**src/rtl/math_acc_dump.sv**
```systemverilog
// math_acc_dump: integrate-and-dump accumulator for signed samples.
// Sums len+1 valid samples, emits the sum with a one-cycle dout_valid pulse,
// then keeps integrating the next block without leaving RUN.
// Optional feature: define MATH_ACC_DUMP_SAT_EN to saturate on overflow
// (default build wraps modulo 2^ACC_WIDTH and only flags ovf).
// Ports:
//   clk, rst        clock, asynchronous active-high reset
//   ena             clock enable for every register
//   start           begin / restart a run, latches len
//   len             samples per dump minus one
//   din_valid, din  signed input sample stream
//   busy            high while in RUN
//   dout_valid      one-cycle pulse with completed sum on dout
//   dout            last dumped sum (held between dumps)
//   ovf             overflow flag for the run dumped with dout_valid
module math_acc_dump #(
  parameter int unsigned WIDTH     = 16,
  parameter int unsigned ACC_WIDTH = 24,
  parameter int unsigned CNT_WIDTH = 8
) (
  input  logic                 clk,
  input  logic                 rst,
  input  logic                 ena,
  input  logic                 start,
  input  logic [CNT_WIDTH-1:0] len,
  input  logic                 din_valid,
  input  logic [WIDTH-1:0]     din,
  output logic                 busy,
  output logic                 dout_valid,
  output logic [ACC_WIDTH-1:0] dout,
  output logic                 ovf
);

  typedef enum logic {
    S_IDLE = 1'b0,
    S_RUN  = 1'b1
  } state_e;

`ifdef MATH_ACC_DUMP_SAT_EN
  localparam logic [ACC_WIDTH-1:0] ACC_MAX = {1'b0, {(ACC_WIDTH-1){1'b1}}};
  localparam logic [ACC_WIDTH-1:0] ACC_MIN = {1'b1, {(ACC_WIDTH-1){1'b0}}};
`endif

  state_e               state_q, state_d;
  logic [CNT_WIDTH-1:0] len_q, len_d;
  logic [CNT_WIDTH-1:0] cnt_q, cnt_d;
  logic [ACC_WIDTH-1:0] acc_q, acc_d;
  logic                 run_ovf_q, run_ovf_d;
  logic                 busy_q, busy_d;
  logic                 dout_valid_q, dout_valid_d;
  logic [ACC_WIDTH-1:0] dout_q, dout_d;
  logic                 ovf_q, ovf_d;

  logic [ACC_WIDTH-1:0] din_ext;
  logic [ACC_WIDTH-1:0] sum_wrap;
  logic [ACC_WIDTH-1:0] sum_next;
  logic                 add_ovf;
  logic                 run_ovf_nxt;

  // Adder with signed overflow detection: same-sign operands, result sign differs.
  always_comb begin
    din_ext     = ACC_WIDTH'($signed(din));
    sum_wrap    = acc_q + din_ext;
    add_ovf     = (acc_q[ACC_WIDTH-1] == din_ext[ACC_WIDTH-1]) &&
                  (sum_wrap[ACC_WIDTH-1] != acc_q[ACC_WIDTH-1]);
    run_ovf_nxt = run_ovf_q | add_ovf;
`ifdef MATH_ACC_DUMP_SAT_EN
    // Once a run has overflowed the accumulator already sits at a clamp value
    // and stays there until the dump.
    if (run_ovf_q) begin
      sum_next = acc_q;
    end else if (add_ovf) begin
      sum_next = acc_q[ACC_WIDTH-1] ? ACC_MIN : ACC_MAX;
    end else begin
      sum_next = sum_wrap;
    end
`else
    sum_next = sum_wrap;
`endif
  end

  // Next-state and output logic.
  always_comb begin
    state_d      = state_q;
    len_d        = len_q;
    cnt_d        = cnt_q;
    acc_d        = acc_q;
    run_ovf_d    = run_ovf_q;
    dout_valid_d = 1'b0;
    dout_d       = dout_q;
    ovf_d        = ovf_q;

    // start wins over din_valid in both states: sample in that cycle is dropped.
    if (start) begin
      state_d   = S_RUN;
      len_d     = len;
      cnt_d     = '0;
      acc_d     = '0;
      run_ovf_d = 1'b0;
      ovf_d     = 1'b0;
    end else if (state_q == S_RUN && din_valid) begin
      if (cnt_q == len_q) begin
        dout_d       = sum_next;
        ovf_d        = run_ovf_nxt;
        dout_valid_d = 1'b1;
        cnt_d        = '0;
        acc_d        = '0;
        run_ovf_d    = 1'b0;
      end else begin
        acc_d     = sum_next;
        cnt_d     = cnt_q + CNT_WIDTH'(1);
        run_ovf_d = run_ovf_nxt;
      end
    end

    busy_d = (state_d == S_RUN);
  end

  // State registers; ena freezes everything including the dout_valid pulse.
  always_ff @(posedge clk or posedge rst) begin
    if (rst) begin
      state_q      <= S_IDLE;
      len_q        <= '0;
      cnt_q        <= '0;
      acc_q        <= '0;
      run_ovf_q    <= 1'b0;
      busy_q       <= 1'b0;
      dout_valid_q <= 1'b0;
      dout_q       <= '0;
      ovf_q        <= 1'b0;
    end else if (ena) begin
      state_q      <= state_d;
      len_q        <= len_d;
      cnt_q        <= cnt_d;
      acc_q        <= acc_d;
      run_ovf_q    <= run_ovf_d;
      busy_q       <= busy_d;
      dout_valid_q <= dout_valid_d;
      dout_q       <= dout_d;
      ovf_q        <= ovf_d;
    end
  end

  assign busy       = busy_q;
  assign dout_valid = dout_valid_q;
  assign dout       = dout_q;
  assign ovf        = ovf_q;

endmodule

```
**config.mk**
```make
export PLATFORM = sky130hd
export DESIGN_NAME = math_acc_dump
export DESIGN_NICKNAME = d
export VERILOG_FILES = /design/src/rtl/math_acc_dump.sv
export SDC_FILE = /design/constraint.sdc
export NUM_CORES = 1
export LEC_CHECK = 0
export CORE_AREA = 3 3 102 104
export CTS_CLUSTER_DIAMETER = 150
export DETAILED_ROUTE_END_ITERATION = 16
export DIE_AREA = 0 0 105 107
export GPL_TIMING_DRIVEN = 0
export PLACE_DENSITY = 0.66
export SLEW_MARGIN = 20
export SYNTH_ARGS = -nofsm -noshare
export SYNTH_HDL_FRONTEND = slang
export SYNTH_SLANG_ARGS = --single-unit
```
**constraint.sdc**
```tcl
create_clock -name clk -period 2.7 [get_ports clk]
set_clock_uncertainty 0.2 [all_clocks]
set_input_delay 0.54 -clock clk [delete_from_list [all_inputs] [get_ports clk]]
set_output_delay 0.54 -clock clk [all_outputs]
set_load 0.03 [all_outputs]
```
==> flow_summary_export.csv <==
group,metric,value,unit
run_status,status,"finished, violations left",
run_status,violations,"negative setup slack",
global_route,overflow,0,
timing,setup_ws,-0.0394,ns
timing,worstMarginPinSlew,0.684,ns
detailed_routing,viasPerCell,5.44,
logic_synthesis,yosys.cell_types.count,63,
die,die_h,107,um
timing,hold_ws,0.277,ns
cells_and_area,fin_area,0.00545,mm^2
timing,report.final.hold_viol_count,0,
worst_setup_path,rrSetupSlack,-0.04,ns
clocking,clk_pin_slew,0.08,ns
die,die_area,0.0112,mm^2
detailed_routing,ant_nets,0,
logic_synthesis,synth_top_area_share,41.5,%
pwr,powerDensity,616,mW/mm^2
logic_synthesis,avgSynthCellArea,9.92,um^2
cells_and_area,final_core_util,56.5,%
cells_and_area,area.growth.synth_to_final,32.9,%
clocking,ctsRootBufferMaster,"clkbuf_8",
worst_setup_path,crit_top_cell,"o2111ai_4",
place,placed_area,0.00484,mm^2
timing,finalCriticalPeriod,2.74,ns
clocking,cts_tree,"done",
timing,max_slew_margin,54.1,%
detailed_routing,via_count,3426,
worst_setup_path,max_stage_delay,0.37,ns
logic_synthesis,synth.area.top_cells,"dfrtp_1 42%, ha_1 7.3%, nand2_1 5.8%",
worst_setup_path,reg2reg_depth,10,
cells_and_area,antenna_cells,0,
die,io_pins,56,
detailed_routing,drc,0,
timing,final-setup-viol-count,2,
logic_synthesis,synth_edf_count,0,
place,post-place-ws,-0.764,ns
die,start_util,42.5,%
detailed_routing,totalWireLength,10.4,mm
clocking,insertion_delay,0.35,ns
global_route,grt_pass1_vias,3523,
logic_synthesis,yosys_warnings,0,
worst_setup_path,rr_endpoint,"dout[22]",
clocking,htreeDepth,3,
clocking,cts.sinks,68,
place,dp_hpwl,7.10,mm
job,cap_violations,0,
cells_and_area,drive_gt1_share,20.7,%
worst_hold_path,worstHoldPathCells,2,
die,die_x,105,um
pwr,ir_worst_vdd,0.327,mV
place,numPortBuffers,55,
worst_hold_path,hp-class,"register to register",
die,fp-row-count,36,
global_route,grt_first_pass_wirelength,17.2,mm
clocking,cts_hold_buf,0,
logic_synthesis,ys_seq_area_share,41.5,%
worst_setup_path,timing.critical_path.cells,"ha_2 > inv_2 > fa_2 > nor2b_4 > o31a_4 > o2111ai_4 > a211oi_4 > o2111ai_4 > mux2_4 > a31oi_2",
pwr,p_leak,2.45,nW
worst_setup_path,path_class,"register to register",
worst_hold_path,hp-start,"dout[6]",
cells_and_area,fillers,867,
worst_hold_path,hold_end,"dout[6]",
global_route,antenna_found_initial,0,
logic_synthesis,syn-cell-area,0.00410,mm^2
clocking,cts_buffer_depth,2,
worst_setup_path,worstSetupStartpointType,"register",
logic_synthesis,synthArstFlopShare,100,%
worst_setup_path,worstPathMaxFanout,4,
worst_setup_path,cp.required,2.77,ns
timing,layout_worst_path_cycle_share,101,%
logic_synthesis,synthCells,413,
timing,maxSlewViolCount,0,
cells_and_area,layout.nets,546,
die,core_area,0.00964,mm^2
worst_setup_path,critPathArrivalTime,2.81,ns
worst_setup_path,crit_slowest_cell,"dfrtp_1",
worst_setup_path,reg2reg_from,"acc_q[0]",
logic_synthesis,ys.flop_type,"dfrtp_1",
logic_synthesis,syn-num-nets,467,
global_route,grt_use_total,18.9,%
place,place_congestion,0.812,
timing,rsz0062_at_grt,"true",
detailed_routing,drtIter0Drc,152,
pwr,power,3.36,mW
timing,max_freq,365,MHz
clocking,cts_made_buffers,9,
worst_setup_path,end_kind,"register",
detailed_routing,wire_per_inst,16.5,um
detailed_routing,drtPass1Iterations,4,
global_route,grt_max_degree,41,
logic_synthesis,synth_top_cell_by_area,"dfrtp_1",
logic_synthesis,ys_ff_latch,68,
-- where the power goes --
part           switching (mW)  internal, mW  total [mW]
logic                   0.640         0.554        1.19
clock network           0.434         0.527       0.960
registers              0.0803          1.12        1.20
total                    1.15          2.20        3.36
-- metrics by stage --
stage / std cells / setup TNS (ns)
3_5_place_dp: 602 / -17.09
3_3_place_gp: 601 / -82.40
2_1_floorplan: 413 / 0
5_1_grt: 630 / -0.403
6_report: 630 / -0.0748
4_1_cts: 624 / -0.216
-- layer usage --
layer / GRT usage (%) / vias up / wire, um
met3: 3.91 / 14 / 423
met5: 0 / - / 0
met2: 30.1 / 86 / 5050
met4: 6.94 / 0 / 188
li1: - / 1651 / -
met1: 25.5 / 1675 / 4760
-- registers in the layout (all words and copies together) (netlist names) --
register / count
cnt_q: 8
busy: 1
dout: 24
run_ovf_q: 1
ovf: 1
len_q: 8
dout_valid: 1
acc_q: 24
-- worst max-delay path, delay by kind of cell (launching register included) --
family,cells,cell delay [ns]
compound gates,5,1.00
fa+ha+maj,2,0.57
buf+inv,1,0.04
flops,1,0.37
mux,1,0.34
simple gates,1,0.14
-- repair_timing --
action | 4_1_cts | 5_1_grt
setup endpoints to repair | 22 | 30
gates resized for setup | 22 | 36
setup buffers | 7 | 8
gates cloned | 0 | 0
pin swaps | 9 | 21
-- final cells by class --
type	count	area (um^2)	area share, %
buffer	13	67.6	1.24
clock buffer	9	124	2.27
clock inverter	7	98.8	1.81
inverter	9	36.3	0.666
multi-input combinational	320	2560	47.1
sequential	68	1700	31.2
tap	133	166	3.05
timing repair buffer	71	688	12.6
-- cell families after synthesis --
logic type / Yosys count / share of synthesized area [%]
XOR/XNOR: 33 / 7.05
AND/OR/NAND/NOR: 129 / 14.9
AO/OA/AOI/OAI: 115 / 21.3
buffers and inverters: 25 / 2.53
adder cells (fa/ha/maj): 25 / 7.82
multiplexers: 18 / 4.89
flip-flops: 68 / 41.5
-- synth_stat cells (2+ instances only) --
cell and count:
or3_1 2, a21oi_2 2, a211oi_1 2, a31o_1 2, a211oi_2 2, xnor2_1 22
dfrtp_1 68, a211o_1 2, o2111ai_2 2, a32o_1 2, mux2_2 15, ha_1 24
nand4_1 7, buf_2 5, a21boi_0 2, nor2_1 22, clkbuf_1 9, nand3_1 7
nand2_1 63, a31oi_1 4, o21ai_1 4, and4_1 2, o21a_1 5, mux2i_1 2
xor2_1 11, a21oi_1 25, a21o_1 4, o21ai_2 2, a22o_1 21, inv_1 9
o211ai_1 3, o211a_1 2, nand2b_1 5, and2_1 3, o21ai_0 15, nor2b_4 2
and3_1 8
-- worst max-delay path by stage --
| stage | start | endpoint | slack (ns) | depth (start not counted) |
|---|---|---|---|---|
| 2_1_floorplan | din[0] | dout[22] | 0.007 | 10 |
| 3_3_place_gp | rst | dout[18] | -0.97 | 2 |
| 3_5_place_dp | din[15] | ovf | -0.76 | 8 |
| 4_1_cts | acc_q[0] | dout[22] | -0.16 | 10 |
| 5_1_grt | acc_q[0] | dout[22] | -0.11 | 10 |
| 6_report | acc_q[0] | dout[22] | -0.04 | 10 |
-- cell usage in the layout, fill, tap and decap left out, types with 5 or more instances in the layout --
cell type | netlist | routed
a21oi_1 | 25 | 19
a21oi_4 | 1 | 5
a22o_1 | 21 | 21
and3_1 | 8 | 7
buf_4 | 1 | 15
clkbuf_1 | 9 | 6
clkbuf_8 | 0 | 9
clkdlybuf4s50_1 | 0 | 46
dfrtp_1 | 68 | 68
dlymetal6s2s_1 | 0 | 5
ha_1 | 24 | 12
ha_4 | 0 | 10
inv_1 | 9 | 7
mux2_2 | 15 | 15
nand2_1 | 63 | 63
nand2b_1 | 5 | 5
nand3_1 | 7 | 7
nand4_1 | 7 | 7
nor2_1 | 22 | 21
o21a_1 | 5 | 5
o21ai_0 | 15 | 14
xnor2_1 | 22 | 21
xor2_1 | 11 | 11
No activity file was read; power rests on OpenSTA's default activity.
